**config.mk**
```make
export PLATFORM = sky130hd
export DESIGN_NAME = branch_resolve_flat
export DESIGN_NICKNAME = d
export VERILOG_FILES = /design/src/rtl/branch_resolve_if.sv /design/src/rtl/branch_resolve.sv /design/src/flat_wrapper.sv
export SDC_FILE = /design/constraint.sdc
export NUM_CORES = 1
export LEC_CHECK = 0
export ABC_AREA = 1
export ABC_CLOCK_PERIOD_IN_PS = 2700
export CORE_ASPECT_RATIO = 1.75
export CORE_MARGIN = 2
export CORE_UTILIZATION = 50
export CTS_BUF_LIST = sky130_fd_sc_hd__clkbuf_8 sky130_fd_sc_hd__clkbuf_16
export DETAILED_ROUTE_END_ITERATION = 7
export GPL_ROUTABILITY_DRIVEN = 0
export PLACE_DENSITY = 0.75
export SYNTH_ARGS = -nofsm -noshare
export SYNTH_HDL_FRONTEND = slang
export SYNTH_SLANG_ARGS = --single-unit
```
**constraint.sdc**
```tcl
create_clock -name clk -period 2.7 [get_ports clk]
set_input_delay 0.54 -clock clk [delete_from_list [all_inputs] [get_ports clk]]
set_output_delay 0.54 -clock clk [all_outputs]
set_load 0.005 [all_outputs]
```
**src/rtl/branch_resolve_if.sv**
```systemverilog
// Control-FSM to branch-resolve handshake: request fields in, PC/link/status/stats out.
interface branch_resolve_if #(parameter int CNT_W = 32);
    logic             start;
    logic [1:0]       kind;
    logic             br_en;
    logic [31:0]      imm;
    logic [31:0]      rs1;
    logic [31:0]      pc_out;
    logic [31:0]      link;
    logic             done;
    logic             taken;
    logic             misalign;
    logic [CNT_W-1:0] branch_count;
    logic [CNT_W-1:0] taken_count;

    modport master (
        output start, kind, br_en, imm, rs1,
        input  pc_out, link, done, taken, misalign, branch_count, taken_count
    );

    modport slave (
        input  start, kind, br_en, imm, rs1,
        output pc_out, link, done, taken, misalign, branch_count, taken_count
    );
endinterface

```
**src/rtl/branch_resolve.sv**
```systemverilog
// Architectural PC owner for the multicycle RV32I core: resolves branch/JAL/JALR/
// sequential flow in a fixed IDLE->CALC->DONE sequence and keeps branch statistics.
module branch_resolve #(
    parameter logic [31:0] RESET_PC = 32'h0000_0060,
    parameter int          CNT_W    = 32
) (
    input logic             clk,
    input logic             rst,
    branch_resolve_if.slave bus
);
    typedef enum logic [1:0] {IDLE, CALC, DONE} state_t;

    state_t           state_q, state_d;
    logic [31:0]      pc_q, link_q, imm_q, rs1_q;
    logic [1:0]       kind_q;
    logic             taken_q, misalign_q, done_c;
    logic [CNT_W-1:0] branch_cnt_q, taken_cnt_q;

    logic [31:0] pc_plus4, target, next_pc;
    logic        taken_c, misalign_c;

    always_ff @(posedge clk) begin
        if (!rst) state_q <= IDLE;
        else      state_q <= state_d;
    end

    always_comb begin
        state_d = state_q;
        done_c  = 1'b0;
        case (state_q)
            IDLE:    if (bus.start) state_d = CALC;
            CALC:    state_d = DONE;
            DONE: begin
                done_c  = 1'b1;
                state_d = IDLE;
            end
            default: state_d = IDLE;
        endcase
    end

    // Target selection works off the operands latched at start, so the
    // requester may change kind/imm/rs1 freely once start is accepted.
    always_comb begin
        pc_plus4 = pc_q + 32'd4;
        case (kind_q)
            2'b00, 2'b01: target = pc_q + imm_q;
            2'b10:        target = (rs1_q + imm_q) & ~32'd1;
            default:      target = pc_plus4;
        endcase
        taken_c    = (kind_q == 2'b01) || (kind_q == 2'b10) ||
                     ((kind_q == 2'b00) && bus.br_en);
        next_pc    = taken_c ? target : pc_plus4;
        misalign_c = taken_c && (next_pc[1:0] != 2'b00);
    end

    always_ff @(posedge clk) begin
        if (!rst) begin
            pc_q         <= RESET_PC;
            link_q       <= '0;
            imm_q        <= '0;
            rs1_q        <= '0;
            kind_q       <= 2'b11;
            taken_q      <= 1'b0;
            misalign_q   <= 1'b0;
            branch_cnt_q <= '0;
            taken_cnt_q  <= '0;
        end else begin
            if (state_q == IDLE && bus.start) begin
                kind_q <= bus.kind;
                imm_q  <= bus.imm;
                rs1_q  <= bus.rs1;
                link_q <= pc_q + 32'd4;
            end
            if (state_q == CALC) begin
                // A misaligned target is reported but never committed.
                if (!misalign_c) pc_q <= next_pc;
                taken_q    <= taken_c;
                misalign_q <= misalign_c;
                if (kind_q == 2'b00) begin
                    if (branch_cnt_q != '1) branch_cnt_q <= branch_cnt_q + 1'b1;
                    if (bus.br_en && taken_cnt_q != '1) taken_cnt_q <= taken_cnt_q + 1'b1;
                end
            end
        end
    end

    assign bus.pc_out       = pc_q;
    assign bus.link         = link_q;
    assign bus.done         = done_c;
    assign bus.taken        = taken_q;
    assign bus.misalign     = misalign_q;
    assign bus.branch_count = branch_cnt_q;
    assign bus.taken_count  = taken_cnt_q;
endmodule

```
**src/flat_wrapper.sv**
```systemverilog
// flat-port wrapper written by rule: the top's interface ports become plain ports
module branch_resolve_flat 
#(
    parameter logic [31:0] RESET_PC = 32'h0000_0060,
    parameter int          CNT_W    = 32
)
  (clk, rst, bus_start, bus_kind, bus_br_en, bus_imm, bus_rs1, bus_pc_out, bus_link, bus_done, bus_taken, bus_misalign, bus_branch_count, bus_taken_count);
  branch_resolve_if #(.CNT_W(CNT_W)) bus_i ();
  input logic clk;
  input logic rst;
  input wire logic [$bits(bus_i.start)-1:0] bus_start;
  input wire logic [$bits(bus_i.kind)-1:0] bus_kind;
  input wire logic [$bits(bus_i.br_en)-1:0] bus_br_en;
  input wire logic [$bits(bus_i.imm)-1:0] bus_imm;
  input wire logic [$bits(bus_i.rs1)-1:0] bus_rs1;
  output wire logic [$bits(bus_i.pc_out)-1:0] bus_pc_out;
  output wire logic [$bits(bus_i.link)-1:0] bus_link;
  output wire logic [$bits(bus_i.done)-1:0] bus_done;
  output wire logic [$bits(bus_i.taken)-1:0] bus_taken;
  output wire logic [$bits(bus_i.misalign)-1:0] bus_misalign;
  output wire logic [$bits(bus_i.branch_count)-1:0] bus_branch_count;
  output wire logic [$bits(bus_i.taken_count)-1:0] bus_taken_count;
  assign bus_i.start = bus_start;
  assign bus_i.kind = bus_kind;
  assign bus_i.br_en = bus_br_en;
  assign bus_i.imm = bus_imm;
  assign bus_i.rs1 = bus_rs1;
  assign bus_pc_out = bus_i.pc_out;
  assign bus_link = bus_i.link;
  assign bus_done = bus_i.done;
  assign bus_taken = bus_i.taken;
  assign bus_misalign = bus_i.misalign;
  assign bus_branch_count = bus_i.branch_count;
  assign bus_taken_count = bus_i.taken_count;
  branch_resolve #(.RESET_PC(RESET_PC), .CNT_W(CNT_W)) u_core (.clk(clk), .rst(rst), .bus(bus_i));
endmodule
```
==> results of run 1 <==
-- layout by cell type, fill, tap and decap left out, drive strengths merged, types with 38 or more instances in the layout --
cell | Yosys | routed
nand2 | 538 | 538
nor2 | 374 | 374
inv | 212 | 214
clkdlybuf4s50 | 0 | 199
dfxtp | 198 | 198
o21ai | 162 | 162
a21oi | 156 | 156
nand3 | 144 | 144
ha | 68 | 68
nor3 | 63 | 63
xor2 | 38 | 38
-- cell usage after synthesis, types with 3 or more instances --
cell type    n
nand2_1    533
nor2_1     366
inv_1      207
dfxtp_1    198
o21ai_0    160
a21oi_1    155
nand3_1    138
ha_1        68
nor3_1      58
clkbuf_1    41
xor2_1      38
or2_2       17
xnor2_1     16
nand4_1     15
o211ai_1    12
o21bai_1    12
nand3b_1    11
buf_2        8
nor4_1       8
buf_1        7
o21a_1       7
buf_6        6
nand3_2      6
and3_1       5
inv_2        5
nor2_2       5
nor3_2       5
nand2_2      4
o22ai_1      4
a21o_1       3
buf_4        3
nor2_4       3
nor3b_1      3
-- logic make-up (layout without fill, tap and decap cells) --
| family | count (synthesis) | in the layout | synth area share |
|---|---|---|---|
| AND/OR/NAND/NOR | 1185 | 1185 | 0.376 |
| AO/OA/AOI/OAI | 360 | 360 | 0.142 |
| buffers and inverters | 279 | 479 | 0.0831 |
| flip-flops | 198 | 198 | 0.296 |
| adder cells (fa/ha/maj) | 70 | 70 | 0.0665 |
| XOR/XNOR | 55 | 55 | 0.0365 |
-- layout make-up --
type	count	area, µm²
Clock inverter	12	203
Multi-Input combinational cell	1670	8330
Fill cell	2547	10000
Inverter	214	805
Timing Repair Buffer	235	2300
Clock buffer	18	439
Sequential cell	198	3960
Tap cell	324	405
-- timing repair --
action	4_1_cts	5_1_grt
hold buffers	0	0
endpoints found under the setup margin	0	3
gates resized for setup	0	2
-- metal layers --
metal	vias to the layer above	part of all wire	wire length, µm
met4	0	0.068	2970
met5	-	0	0
met2	609	0.52	22600
met1	6669	0.36	15900
met3	191	0.055	2420
li1	7358	-	-
-- sequential cells by signal, indices dropped and copies added, names as in the netlist --
name                     flops
u_core.bus.branch_count     32
u_core.bus.taken_count      32
u_core.imm_q                32
u_core.rs1_q                32
u_core.kind_q                2
u_core.bus.taken             1
u_core.state_q               2
u_core.bus.misalign          1
u_core.bus.link             32
u_core.bus.pc_out           32
-- worst max-delay path: stages (launching register included) --
cell and delay, ns:
dfxtp_1 0.34, ha_1 0.38, nand2_1 0.08, o21ai_1 0.24
nand2_1 0.09, nand2_1 0.17, nand2_1 0.10, nand2_1 0.21
nand2_1 0.20, nand2_1 0.12, nand2_1 0.06, nand3_1 0.07
nand3_1 0.11, nand2_1 0.10, nand2_1 0.05
-- worst paths after layout --
path | start | end | depth (start not counted)
worst max-delay path | u_core.imm_q[2]$_SDFFE_PN0P_ | u_core.bus.pc_out[27]$_SDFFE_PN0P_ | 14
worst min-delay path | u_core.bus.taken$_SDFFE_PN0N_ | u_core.bus.taken$_SDFFE_PN0N_ | 1
worst max register to register | u_core.imm_q[2]$_SDFFE_PN0P_ | u_core.bus.pc_out[27]$_SDFFE_PN0P_ | 14
worst min register to register | u_core.bus.taken$_SDFFE_PN0N_ | u_core.bus.taken$_SDFFE_PN0N_ | 1
-- power breakdown --
| group | internal [µW] | leakage, µW | switching (µW) |
|---|---|---|---|
| clock network | 1660 | 0.000299 | 1210 |
| logic | 704 | 0.00513 | 1030 |
| registers | 3080 | 0.00162 | 152 |
| total | 5450 | 0.00705 | 2390 |
-- metrics by stage --
stage,worst slack (ns),utilization
3_5_place_dp,0.135,0.596
3_3_place_gp,0.293,0.596
6_report,0.289,0.621
4_1_cts,0.297,0.620
5_1_grt,0.0180,0.621
2_1_floorplan,0.733,-
==> impl_metrics.ini, run 1 <==
[status]
outcome = finished clean

[route]
ant_nets = 0
first_pass_iters = 7
wl_um = 43900
first_iter_violations = 964
vias_per_cell = 5.55
wl_per_cell_um = 16.4
drc = 0
dr_total_vias = 14827

[timing]
maxSlewViolCount = 0
setup_viol = 0
fin_skew_ns = 0.00958
fin_crit_ns = 2.41
relSlewSlack = 0.603
setup_tns_ns = 0
rsz0062_at_grt = false
timing.fmax_ghz = 0.415
whs_ns = 0.481
hold_viol = 0
tightest_slew_ns = 0.595
final.period_utilization = 0.893

[synthesis]
syn-cell-area_um2 = 13400
synth_area_leaders = dfxtp_1 (30%), nand2_1 (15%), nor2_1 (10%)
synth_edf_count = 0
yosysWarnings = 0
synth_nets = 2287
synth_ff_type = dfxtp_1
syn_inst = 2147
ys_types = 49
syn_area_per_cell_um2 = 6.24
async_reset_ff_frac = 0
synth_top_area_cell = dfxtp_1
yosys.area.top_type_share = 0.296
synth_seq_cells = 198
ys_seq_area_frac = 0.296

[critical_path]
cp.arrival_ns = 2.77
critPathKind = reg2reg
required_ns = 3.06
cp-end-kind = flop
critPathMaxFanout = 6
reg2reg_slack_ns = 0.29
cp-start-kind = flop

[floorplan]
die_w_um = 128
start_util = 0.506
core.rowCount = 79
pin_count = 201
dieArea_um2 = 28200
die_h_um = 221
core_um2 = 26500

[clocking]
tritoncts = yes
htree_levels = 4
post_cts_buffers = 0
cts_buffers = 17
cts_num_sinks = 198
clk_pin_slew_ns = 0.07
clock_latency_ns = 0.47
root_buffer = clkbuf_16
clk_path_buf_depth = 2

[final_layout]
stdcell_count = 2671
synthToLayoutAreaGrowth_pct = 22.7
design_area_um2 = 16400
fin_nets = 2476
antenna_cells = 0
drive_above_1_share = 0.0524

[grt]
use_met2 = 0.587
grt_pass1_vias = 14464
gr-usage-met3 = 0.0430
gr-total-overflow = 0
grt_pass1_wl_um = 70400
met1_usage = 0.328
antenna_found_initial = 0
grt_usage = 0.316
grt_max_degree = 106
top_usage_layer = met2

[placed_design]
dp.cells = 2641
hpwl_um = 34100
numPortBuffers = 200
place_area_um2 = 15800

[pwr]
power_density_nw_per_um2 = 476
power.total_uw = 7830
vdd_drop_max_mv = 0.505
p_leak_uw = 0.00705

[run]
maxCapViolCount = 0

[hold_path]
holdCritPathClass = reg2reg
Note: power is estimated with default switching activity, not from simulation.
==> run 2, diff against run 1 <==
Settings changed: MAX_ROUTING_LAYER set to met4, PLACE_DENSITY 0.75 to 0.81.
==> impl_metrics.ini, run 2 (same netlist as run 1, synthesis figures left out) <==
[final_layout]
seqCellArea_um2 = 3960
drive_above_1_share = 0.0520
final_cell_mix = nand2_1 (532), nor2_1 (366), inv_1 (206)
multiInputGateArea_um2 = 8320
stdcell_count = 2671
synthToLayoutAreaGrowth_pct = 22.7
fin_nets = 2473
mostFrequentLayoutCell = nand2_1
nFillCells = 2478

[pwr]
switching_power_uw = 2510
power_frac_clock = 0.366
p_leak_uw = 0.00706
vdd_drop_max_mv = 0.422
internal-power_uw = 5310
power_density_nw_per_um2 = 476
p_comb_frac = 0.220
seqPwrFrac = 0.414
p_sw_frac = 0.321

[timing]
timing.fmax_ghz = 0.404
fin_crit_ns = 2.48
tightest_slew_ns = 0.554
rsz0062_at_grt = false
fin_skew_ns = 0.0115
hold_viol = 0
relSlewSlack = 0.628
setup_viol = 0
maxSlewViolCount = 0
final.period_utilization = 0.917
setup_slack_ns = 0.225
setup_tns_ns = 0

[critical_path]
critPathMaxFanout = 6
cp-end-kind = flop
required_ns = 3.07
critPathKind = reg2reg
cp-start-kind = flop
reg2reg_slack_ns = 0.22
cp.arrival_ns = 2.85
setup.worst_path.start = u_core.imm_q[2]$_SDFFE_PN0P_
r2r-start = u_core.imm_q[2]$_SDFFE_PN0P_

[route]
ant_nets = 0
first_iter_violations = 1000
dr_total_vias = 14903
first_pass_iters = 5
vias_per_cell = 5.58
drc = 0
wl_per_cell_um = 16.2
wl_um = 43300

[grt]
antenna_found_initial = 1
grt_pass1_vias = 14497
grt_max_degree = 106
gr-total-overflow = 0
grt_pass1_wl_um = 69100
grt_usage = 0.318

[hold_path]
min_from = u_core.bus.taken$_SDFFE_PN0N_
holdCritPathClass = reg2reg

[placed_design]
dp_slack_ns = 0.113
dp.cells = 2638
numPortBuffers = 200
hpwl_um = 33500

[floorplan]
core.rowCount = 79
die_h_um = 221
die_w_um = 128
dieArea_um2 = 28200
pin_count = 201
core_um2 = 26500
start_util = 0.506

[clocking]
cts-hold-fix-buffers = 0
post_cts_buffers = 0
cts_resized = 0
clk_pin_slew_ns = 0.08
tritoncts = yes
cts_buffers = 17
clk_path_buf_depth = 2
root_buffer = clkbuf_16
cts_num_sinks = 198
clock_latency_ns = 0.48
htree_levels = 4

[run]
maxCapViolCount = 0

[status]
outcome = finished clean
## run 2: critical path, stage by stage, from the launching register on
cell	delay [ns]
dfxtp_1	0.34
ha_1	0.38
nand2_1	0.07
o21ai_0	0.40
nand2_1	0.12
nand2_1	0.14
nand3_1	0.08
nand2_1	0.23
nand2_1	0.16
nand2_1	0.10
nand2_1	0.05
nand3_1	0.07
nand3_1	0.10
nand2_1	0.08
nand2_1	0.05
## run 2: per-stage QoR
step / hold WS, ns / cell area, µm² / total power, µW / util
after floorplan: 0.455 / 13400 / 4330 / -
after global placement: 0.451 / 15800 / 4950 / 0.596
after detailed placement: 0.469 / 15800 / 4990 / 0.596
after CTS: 0.489 / 16400 / 7840 / 0.621
after global routing: 0.512 / 16400 / 8190 / 0.621
final: 0.487 / 16400 / 7820 / 0.621
## run 2: final timing paths
check / endpoint / cells after the start
worst min-delay path: u_core.bus.taken$_SDFFE_PN0N_ / 1
worst max-delay path: u_core.bus.pc_out[29]$_SDFFE_PN0P_ / 14
worst min register to register: u_core.bus.taken$_SDFFE_PN0N_ / 1
worst max register to register: u_core.bus.pc_out[29]$_SDFFE_PN0P_ / 14
## run 2: final cells by class
type | count | share of cell area
Multi-Input combinational cell | 1670 | 0.506
Sequential cell | 198 | 0.241
Timing Repair Buffer | 232 | 0.139
Inverter | 214 | 0.0489
Clock buffer | 17 | 0.0259
Tap cell | 324 | 0.0247
Clock inverter | 15 | 0.0140
Antenna cell | 1 | 0.000152
## run 2: layer usage
metal / track usage / up-vias / part of all wire
met4: 0.224 / 0 / 0.074
met2: 0.567 / 630 / 0.51
met5: - / - / 0
li1: - / 7359 / -
met3: 0.0537 / 233 / 0.055
met1: 0.312 / 6681 / 0.36
## run 2: power groups by stage
stage | Clock, µW | Combinational (µW) | Sequential, µW
detailed placement | 0 | 1680 | 3310
floorplan | 0 | 1060 | 3270
CTS | 2900 | 1690 | 3240
global route | 3020 | 1910 | 3260
global placement | 0 | 1650 | 3300
finish | 2860 | 1720 | 3240
